`src/rtl/fetch_predict_stage.sv`:
```
// ---------------------------------------------------------------------------
// fetch_predict_stage
//
// Instruction-fetch stage. Owns the PC, drives the instruction-memory word
// address and predicts the next PC. The prediction comes from a direct-mapped
// BHT/BTB of 2-bit saturating counters when FETCH_BHT_EN is defined.
// Without FETCH_BHT_EN the stage has no table: it predicts pc+1 and reports
// bht_state = 2'b00. Redirect, stall and reset behave the same in both builds.
//
// Build option: `define FETCH_BHT_EN to include the branch predictor.
// Address width comes from `IM_ADDR_BIT. It defaults to 12 when the includer
// has not set it.
//
// Ports
//   clk          posedge clock
//   rst_n        asynchronous active-low reset
//   en           1 = advance the PC, 0 = hold (stall)
//   redirect_en  correction from a later stage; wins over en=0
//   redirect_pc  corrected next PC
//   upd_en       resolved conditional branch; writes the table
//   upd_pc       PC of the resolved branch
//   upd_taken    actual direction
//   upd_target   actual taken target
//   upd_state    counter value captured at fetch and carried down the pipe
//   im_addr      current PC (combinational)
//   pc_4         pc + 1 (word address, wraps)
//   pc_guessed   predicted next PC
//   bht_state    counter read for pc (2'b01 on a miss, 2'b00 without a table)
// ---------------------------------------------------------------------------
`ifndef IM_ADDR_BIT
`define IM_ADDR_BIT 12
`endif

module fetch_predict_stage #(
  parameter int                     BHT_IDX_BIT = 6,
  parameter logic [`IM_ADDR_BIT-1:0] RESET_PC    = '0
) (
  input  logic                    clk,
  input  logic                    rst_n,
  input  logic                    en,
  input  logic                    redirect_en,
  input  logic [`IM_ADDR_BIT-1:0] redirect_pc,
  input  logic                    upd_en,
  input  logic [`IM_ADDR_BIT-1:0] upd_pc,
  input  logic                    upd_taken,
  input  logic [`IM_ADDR_BIT-1:0] upd_target,
  input  logic [1:0]              upd_state,
  output logic [`IM_ADDR_BIT-1:0] im_addr,
  output logic [`IM_ADDR_BIT-1:0] pc_4,
  output logic [`IM_ADDR_BIT-1:0] pc_guessed,
  output logic [1:0]              bht_state
);

  localparam int AW = `IM_ADDR_BIT;

  logic [AW-1:0] pc_reg;
  logic [AW-1:0] pc_next;

  assign im_addr = pc_reg;
  assign pc_4    = pc_reg + AW'(1);

`ifdef FETCH_BHT_EN
  localparam int TAG_W   = AW - BHT_IDX_BIT;
  localparam int ENTRIES = 1 << BHT_IDX_BIT;

  // The valid bits and counters need reset. The tag and target fields do not,
  // so they sit in a plain array.
  logic                valid_reg  [ENTRIES];
  logic [1:0]          ctr_reg    [ENTRIES];
  logic [TAG_W-1:0]    tag_reg    [ENTRIES];
  logic [AW-1:0]       target_reg [ENTRIES];

  logic [BHT_IDX_BIT-1:0] rd_idx;
  logic [TAG_W-1:0]       rd_tag;
  logic                   rd_hit;
  logic [BHT_IDX_BIT-1:0] wr_idx;
  logic [TAG_W-1:0]       wr_tag;
  logic                   wr_hit;
  logic [1:0]             ctr_next;

  assign rd_idx = pc_reg[BHT_IDX_BIT-1:0];
  assign rd_tag = pc_reg[AW-1:BHT_IDX_BIT];
  assign rd_hit = valid_reg[rd_idx] && (tag_reg[rd_idx] == rd_tag);

  // The lookup reads the registered table. An update in the same cycle only
  // becomes visible after the edge, so a same-index update reads the old entry.
  assign pc_guessed = (rd_hit && ctr_reg[rd_idx][1]) ? target_reg[rd_idx] : pc_4;
  assign bht_state  = rd_hit ? ctr_reg[rd_idx] : 2'b01;

  assign wr_idx = upd_pc[BHT_IDX_BIT-1:0];
  assign wr_tag = upd_pc[AW-1:BHT_IDX_BIT];
  assign wr_hit = valid_reg[wr_idx] && (tag_reg[wr_idx] == wr_tag);

  // The new counter value starts from the value seen at fetch time, not from
  // the current table content.
  always_comb begin
    ctr_next = upd_state;
    if (upd_taken) begin
      if (upd_state != 2'b11) ctr_next = upd_state + 2'd1;
    end else begin
      if (upd_state != 2'b00) ctr_next = upd_state - 2'd1;
    end
  end

  always_ff @(posedge clk or negedge rst_n) begin
    if (!rst_n) begin
      for (int i = 0; i < ENTRIES; i++) begin
        valid_reg[i] <= 1'b0;
        ctr_reg[i]   <= 2'b01;
      end
    end else if (upd_en) begin
      if (wr_hit) begin
        ctr_reg[wr_idx] <= ctr_next;
      end else if (upd_taken) begin
        valid_reg[wr_idx] <= 1'b1;
        ctr_reg[wr_idx]   <= 2'b10;
      end
    end
  end

  // Updates ignore en and redirect_en, so they still write during a stall.
  always_ff @(posedge clk) begin
    if (rst_n && upd_en && upd_taken) begin
      tag_reg[wr_idx]    <= wr_tag;
      target_reg[wr_idx] <= upd_target;
    end
  end
`else
  assign pc_guessed = pc_4;
  assign bht_state  = 2'b00;

  logic upd_unused;
  assign upd_unused = ^{upd_en, upd_pc, upd_taken, upd_target, upd_state};
`endif

  // A redirect overrides a stall.
  always_comb begin
    pc_next = pc_reg;
    if (redirect_en)
      pc_next = redirect_pc;
    else if (en)
      pc_next = pc_guessed;
  end

  always_ff @(posedge clk or negedge rst_n) begin
    if (!rst_n)
      pc_reg <= RESET_PC;
    else
      pc_reg <= pc_next;
  end

endmodule

```
`config.mk`:
```
export PLATFORM = sky130hd
export DESIGN_NAME = fetch_predict_stage
export DESIGN_NICKNAME = d
export VERILOG_FILES = /design/src/rtl/fetch_predict_stage.sv
export SDC_FILE = /design/constraint.sdc
export NUM_CORES = 1
export LEC_CHECK = 0
export CAP_MARGIN = 20
export CORE_ASPECT_RATIO = 1.1
export CORE_MARGIN = 2
export CORE_UTILIZATION = 29
export DETAILED_ROUTE_END_ITERATION = 8
export PLACE_DENSITY = 0.77
export SETUP_SLACK_MARGIN = 0.4
export SLEW_MARGIN = 30
export SYNTH_ARGS = -nofsm -noshare
export SYNTH_HDL_FRONTEND = slang
export SYNTH_SLANG_ARGS = --single-unit
export TNS_END_PERCENT = 1
```
`constraint.sdc`:
```
create_clock -name clk -period 1.6 [get_ports clk]
set_clock_uncertainty 0.15 [all_clocks]
set_input_delay 0.32 -clock clk [delete_from_list [all_inputs] [get_ports clk]]
set_output_delay 0.32 -clock clk [all_outputs]
set_load 0.02 [all_outputs]
```
# After elaboration in Yosys (flattened, before gate mapping)
# Index checks and enable logic that the tools add are counted.
[word_totals]
input_bits = 44
output_inout_bits = 38
reg_bits = 12
elab_cells = 5
[op_classes]
n_mux = 2
reduce_logical = 1
add_sub_neg = 1
[ops]
columns = ["operator", "count"]
rows = [
  ["$mux W12", 2],
  ["$add A12 B1 Y12 const B", 1],
  ["$reduce_bool A2 Y1", 1],
]

# Logic depth before layout (Yosys ltp)
# Gate-level depths: netlist of the first run.
[logic_depth]
depth_word = 3
mapped_depth = 6

# Least setup slack after synthesis of the first run
# Ideal clock, no wire load.
[synth_path]
path_type = "flip-flop to output port"
start = "reg pc_reg[0] (netlist: im_addr[0])"
end = "out pc_guessed[10]"
slack_ns = -0.669
required_ns = 1.130
arrival_time_ns = 1.799
stages_incl_launch_ff = 6
cell_sequence = "dfrtp_1 -> ha_1 -> nand2_1 -> nor3_1 -> xor2_1 -> buf_4"
[synth_via]
elab_chain_len = 1
[synth_lines]
columns = ["element", "line_no", "text"]
rows = [
  ["from (decl)", "56", "logic [AW-1:0] pc_reg;"],
  ["from (signal assigned)", "149", "pc_reg <= pc_next;"],
  ["$add A12 B1 Y12", "60", "assign pc_4 = pc_reg + AW'(1);"],
  ["to (decl)", "50", "output logic [`IM_ADDR_BIT-1:0] pc_guessed,"],
]
# No other way between the ends.

# Worst setup path after layout of the first run
[layout_path]
start = "reg pc_reg[6] (netlist: im_addr[6])"
end = "out pc_4[9]"
[layout_via]
elab_chain_len = 1
[layout_lines]
columns = ["element", "line_no", "text"]
rows = [
  ["$add A12 B1 Y12", "60", ""],
  ["to (decl)", "49", "output logic [`IM_ADDR_BIT-1:0] pc_4,"],
]
# No other way between the ends.

==> impl_metrics.env, run 1 <==
export IMPL_cts_tree="done"
export IMPL_synth_area_per_cell_um2=8.37
export IMPL_clock_period_minus_worst_slack_ns=1.95
export IMPL_combined_flip_flop_and_latch_cell_area_um2=309
export IMPL_vias_per_cell=4.97
export IMPL_final_hold_violation_count=0
export IMPL_die_area_um2=3830
export IMPL_critPathMaxFanout=7
export IMPL_syn_inst=116
export IMPL_synth_seq_area_share=0.309
export IMPL_drive_above_1_share=0.569
export IMPL_start_util=0.296
export IMPL_grt_total_usage=0.164
export IMPL_largest_register_ff_count=12
export IMPL_clk_latency_ns=0.27
export IMPL_mostFrequentLayoutCells="buf_4, buf_6, clkdlybuf4s50_1"
export IMPL_yosys_cell_types_count=27
export IMPL_place_gp_congestion=0.859
export IMPL_timing_final_crit_share=1.22
export IMPL_cts_root_buf="clkbuf_4"
export IMPL_largest_net_degree_at_the_start_of_global_routing=17
export IMPL_yosysWarnings=0
export IMPL_io_buffers=51
export IMPL_clkSlewWorstSetupHoldPaths_ns=0.08
export IMPL_endpoint_type_of_the_worst_setup_path="output pin"
export IMPL_cp_start_kind="flop"
export IMPL_finalPower_uw=1400
export IMPL_fp_dieH_um=64.7
export IMPL_finalNetCount=234
export IMPL_netlist_top_cell_by_area="dfrtp_1"
export IMPL_failed_checks="setup timing"
export IMPL_fillers=280
export IMPL_fraction_of_post_synthesis_cell_area_in_the_top_cell_type_by_area=0.309
export IMPL_layout_area_overhead_vs_synth_pct=90.9
export IMPL_detail_route_iter0_violations=21
export IMPL_most_common_library_cell_in_the_layout_ignoring_fill_and_taps="buf_4"
export IMPL_syn_area_um2=971
export IMPL_rsz0062_at_grt="yes"
export IMPL_row_count=22
export IMPL_cts_sinks=12
export IMPL_clock_fmax_mhz=512
export IMPL_hp_class="in -> async"
export IMPL_dp_cells=214
export IMPL_route_detailed_wl_per_inst_um=13.5
export IMPL_power_leakage_uw=0.000835
export IMPL_via_count=1113
export IMPL_diodes=0
export IMPL_detail_route_antenna_nets=0
export IMPL_hpwlAfterDp_um=2260
export IMPL_cp_arrival_ns=1.48
export IMPL_wl_um=3020
export IMPL_final_cells=224
export IMPL_synthTopCellsByArea="dfrtp_1, buf_4, xor2_1"
export IMPL_design_portCount=82
export IMPL_detail_route_first_pass_iterations=4
export IMPL_flip_flop_and_latch_count_after_synthesis=12
export IMPL_antenna_found_initial=0
export IMPL_outcome="finished, violations left"
export IMPL_core_area_um2=3280
export IMPL_path_class="reg -> out"
export IMPL_multiInputGateArea_um2=713
export IMPL_vdd_ir_drop_max_mv=0.387
export IMPL_grt_first_pass_wirelength_um=4910
export IMPL_cts_root_to_sink_buffers=2
export IMPL_setup_violations_final=27
export IMPL_maxCapViolations=0
export IMPL_finalMaxSlewViolations=0
export IMPL_grt_pass1_vias=1059
export IMPL_final_critical_path_setup_slack_ns=-0.353
export IMPL_tritoncts_num_buffers=3
export IMPL_critPathRequiredTime_ns=1.13
export IMPL_dieWidth_um=59.2
export IMPL_cts_htree_levels=1
export IMPL_pwrdens_nw_per_um2=756
export IMPL_grt_overflow_total=0
export IMPL_drcViolationCount=0
worst paths after layout:
kind	start	to	slack [ns]	depth (start not counted)
worst max-delay path	im_addr[6]$_DFFE_PN0P_	pc_4[9]	-0.35	4
worst min-delay path	rst_n	im_addr[9]$_DFFE_PN0P_	0.20	2
worst max register to register	im_addr[6]$_DFFE_PN0P_	im_addr[9]$_DFFE_PN0P_	-0.23	5
worst min register to register	im_addr[6]$_DFFE_PN0P_	im_addr[6]$_DFFE_PN0P_	0.59	3
max in group asynchronous	rst_n	im_addr[0]$_DFFE_PN0P_	0.92	2
min in group clk	redirect_pc[2]	im_addr[2]$_DFFE_PN0P_	0.44	3
critical path: stages, from the launching register on:
cell,delay [ns]
dfrtp_2,0.42
nand4_4,0.20
nor3_4,0.26
xor2_2,0.17
buf_4,0.16
power breakdown:
group | total, uW | switching, uW | internal, uW | leakage, uW
clock | 244 | 106 | 138 | 0.0000210
combinational | 769 | 397 | 372 | 0.000682
sequential | 387 | 47.3 | 340 | 0.000132
metrics by stage:
stage | hold WS (ns) | area, um^2 | setup TNS (ns) | worst slack, ns | util
2_1_floorplan | -0.126 | 1110 | -4.33 | -0.378 | -
3_3_place_gp | 0.458 | 1740 | -12.78 | -0.519 | 0.531
3_5_place_dp | 0.484 | 1740 | -13.68 | -0.573 | 0.531
4_1_cts | 0.203 | 1830 | -7.10 | -0.371 | 0.558
5_1_grt | 0.204 | 1850 | -8.65 | -0.447 | 0.566
6_report | 0.204 | 1850 | -6.53 | -0.353 | 0.566
synth_stat cells:
| cell type | number |
|---|---|
| a221oi_1 | 2 |
| a31oi_1 | 2 |
| buf_1 | 1 |
| buf_2 | 1 |
| buf_4 | 16 |
| buf_6 | 1 |
| clkbuf_1 | 1 |
| conb_1 | 1 |
| dfrtp_1 | 12 |
| ha_1 | 1 |
| inv_1 | 3 |
| mux2i_1 | 1 |
| nand2_1 | 12 |
| nand3_1 | 9 |
| nand4_1 | 4 |
| nand4_2 | 1 |
| nor2_1 | 5 |
| nor2b_1 | 2 |
| nor3_1 | 4 |
| nor3b_1 | 2 |
| o211ai_1 | 3 |
| o21ai_0 | 7 |
| o31ai_1 | 2 |
| or3b_1 | 2 |
| or4_1 | 7 |
| xnor2_1 | 4 |
| xor2_1 | 10 |
layout make-up:
cell class                 count  area share
timing repair buffer          87       0.398
multi-input combinational     82       0.385
sequential                    12       0.167
tap                           36      0.0243
clock buffer                   4      0.0196
inverter                       3     0.00608
layer usage:
metal | routed length (um) | vias up | track usage
met4 | 28 | 0 | 0.0341
li1 | - | 541 | -
met5 | 0 | - | 0
met3 | 184 | 4 | 0.0259
met2 | 1620 | 38 | 0.308
met1 | 1180 | 530 | 0.192
cells by family (layout without fill, tap and decap cells):
kind of cell / after synthesis / count (layout) / synth area share
AOI/OAI and AO/OA: 16 / 16 / 0.106
xor gates and xnor gates: 14 / 14 / 0.126
adders and majority gates: 1 / 1 / 0.0129
buffers and inverters: 23 / 94 / 0.160
DFF: 12 / 12 / 0.309
muxes: 1 / 1 / 0.0103
other: 1 / 2 / 0.00386
and+or+nand+nor: 48 / 48 / 0.272
repair_timing:
action                     in CTS  in global routing
setup endpoints to repair      48                 47
pin swaps                      10                  8
buffers inserted                6                  0
gates resized for setup       203                 10
hold buffers                    0                  0
Power figures use the tool's default switching activity.
==> inputs of run 2 (changes only) <==
--- a/config.mk
+++ b/config.mk
@@ -8,9 +8,9 @@
 export CAP_MARGIN = 20
 export CORE_ASPECT_RATIO = 1.1
 export CORE_MARGIN = 2
-export CORE_UTILIZATION = 29
+export CORE_UTILIZATION = 32
 export DETAILED_ROUTE_END_ITERATION = 8
-export PLACE_DENSITY = 0.77
+export PLACE_DENSITY = 0.8
 export SETUP_SLACK_MARGIN = 0.4
 export SLEW_MARGIN = 30
 export SYNTH_ARGS = -nofsm -noshare
==> constraint.sdc (replaced) <==
create_clock -name clk -period 2.03 [get_ports clk]
set_clock_uncertainty 0.15 [all_clocks]
set_input_delay 0.406 -clock clk [delete_from_list [all_inputs] [get_ports clk]]
set_output_delay 0.406 -clock clk [all_outputs]
set_load 0.02 [all_outputs]
==> impl_metrics.env, run 2 (synthesized netlist as in run 1, its figures left out) <==
export IMPL_path_class="reg -> out"
export IMPL_maxCapViolations=0
export IMPL_grt_total_usage=0.187
export IMPL_clk_latency_ns=0.29
export IMPL_critPathMaxFanout=7
export IMPL_vias_per_cell=5.21
export IMPL_hp_class="in -> async"
export IMPL_setup_total_negative_slack_ns=-0.803
export IMPL_final_hold_violation_count=0
export IMPL_finalNetCount=229
export IMPL_vdd_ir_drop_max_mv=0.341
export IMPL_detailed_place_area_um2=1720
export IMPL_start_util=0.343
export IMPL_finalPower_uw=1090
export IMPL_row_count=20
export IMPL_largest_register_ff_count=12
export IMPL_tightest_slew_ns=0.600
export IMPL_critPathRequiredTime_ns=1.47
export IMPL_mostFrequentLayoutCells="buf_4, clkdlybuf4s50_1, nand2_1"
export IMPL_rsz0062_at_grt="yes"
export IMPL_cts_htree_levels=1
export IMPL_cp_arrival_ns=1.57
export IMPL_design_portCount=82
export IMPL_cp_start_kind="flop"
export IMPL_largest_net_degree_at_the_start_of_global_routing=21
export IMPL_failed_checks="setup timing"
export IMPL_dp_cells=209
export IMPL_drcViolationCount=0
export IMPL_cts_root_buf="clkbuf_4"
export IMPL_via_count=1125
export IMPL_grt_first_pass_wirelength_um=4990
export IMPL_final_critical_path_setup_slack_ns=-0.0920
export IMPL_antenna_found_initial=0
export IMPL_grt_pass1_vias=1069
export IMPL_tritoncts_num_buffers=3
export IMPL_crit_reg2reg_launch="im_addr[6]$_DFFE_PN0P_"
export IMPL_detail_route_first_pass_iterations=4
export IMPL_worst_case_headroom_to_the_max_slew_limit=0.599
export IMPL_route_detailed_wl_per_inst_um=15.1
export IMPL_reg2reg_depth=5
export IMPL_detail_route_iter0_violations=11
export IMPL_die_area_um2=3490
export IMPL_pwrdens_nw_per_um2=617
export IMPL_cts_tree="done"
export IMPL_diodes=0
export IMPL_wl_um=3250
export IMPL_cp_startpoint="im_addr[0]$_DFFE_PN0P_"
export IMPL_clock_fmax_mhz=471
export IMPL_core_area_um2=2830
export IMPL_clkSlewWorstSetupHoldPaths_ns=0.09
export IMPL_place_gp_congestion=0.820
export IMPL_endpoint_type_of_the_worst_setup_path="output pin"
export IMPL_final_cells=216
export IMPL_power_leakage_uw=0.000790
export IMPL_drive_above_1_share=0.536
export IMPL_most_common_library_cell_in_the_layout_ignoring_fill_and_taps="buf_4"
export IMPL_cts_root_to_sink_buffers=2
export IMPL_grt_overflow_total=0
export IMPL_outcome="finished, violations left"
export IMPL_detail_route_antenna_nets=0
export IMPL_finalCoreUtilization=0.625
export IMPL_setup_violations_final=12
export IMPL_finalInstanceArea_um2=1770
export IMPL_timing_final_crit_share=1.05
export IMPL_ff2ff_setup_slack_ns=0.13
export IMPL_layout_area_overhead_vs_synth_pct=82.1
export IMPL_io_buffers=51
export IMPL_hpwlAfterDp_um=2380
export IMPL_worst_r2r_endpoint="im_addr[9]$_DFFE_PN0P_"
export IMPL_finalMaxSlewViolations=0
export IMPL_dieWidth_um=56.5
export IMPL_cts_sinks=12
export IMPL_fp_dieH_um=61.8
export IMPL_clock_period_minus_worst_slack_ns=2.12
## run 2: per-stage QoR
| stage | hold WS (ns) | setup slack [ns] |
|---|---|---|
| floorplan | -0.0396 | -0.0345 |
| global placement | 0.480 | -0.192 |
| detailed placement | 0.506 | -0.257 |
| CTS | 0.358 | -0.0794 |
| global route | 0.387 | -0.175 |
| finish | 0.332 | -0.0920 |
## run 2: worst max path at each step
stage	end	slack, ns
after floorplan	pc_guessed[9]	-0.03
after global routing	pc_4[11]	-0.18
after detailed placement	pc_guessed[10]	-0.26
after CTS	pc_guessed[9]	-0.08
after global placement	pc_guessed[10]	-0.19
final	pc_4[11]	-0.09
## run 2: power by group
| part | leakage [uW] | total (uW) | switching, uW | internal (uW) |
|---|---|---|---|---|
| Combinational | 0.000637 | 576 | 310 | 266 |
| Clock | 0.0000210 | 209 | 99.3 | 110 |
| Sequential | 0.000132 | 306 | 37.6 | 268 |
| Total | 0.000790 | 1090 | 447 | 644 |
## run 2: cell type report
cell class | instances | area [um^2]
inverter | 3 | 13.8
multi-input combinational | 82 | 706
clock buffer | 4 | 36.3
tap | 33 | 41.3
sequential | 12 | 309
fill | 241 | 1060
timing repair buffer | 82 | 662
## run 2: repair_timing
item,CTS,global route
pin swaps,7,7
resized for setup,174,11
hold buffers,0,0
setup buffers,3,0
setup endpoints to repair,43,41
cloned,0,0
## run 2: layer usage
metal	GRT usage	vias to the layer above	part of all wire
met5	0	-	0
met3	0.0352	9	0.089
met1	0.211	533	0.35
met2	0.365	59	0.54
li1	-	524	-
met4	0.0544	0	0.017
## run 2: critical path, cell delays in order (launching register included)
cell and delay [ns]:
dfrtp_2 0.42, buf_6 0.13, nand3_4 0.16, nor3_4 0.23
xor2_2 0.16, buf_4 0.16
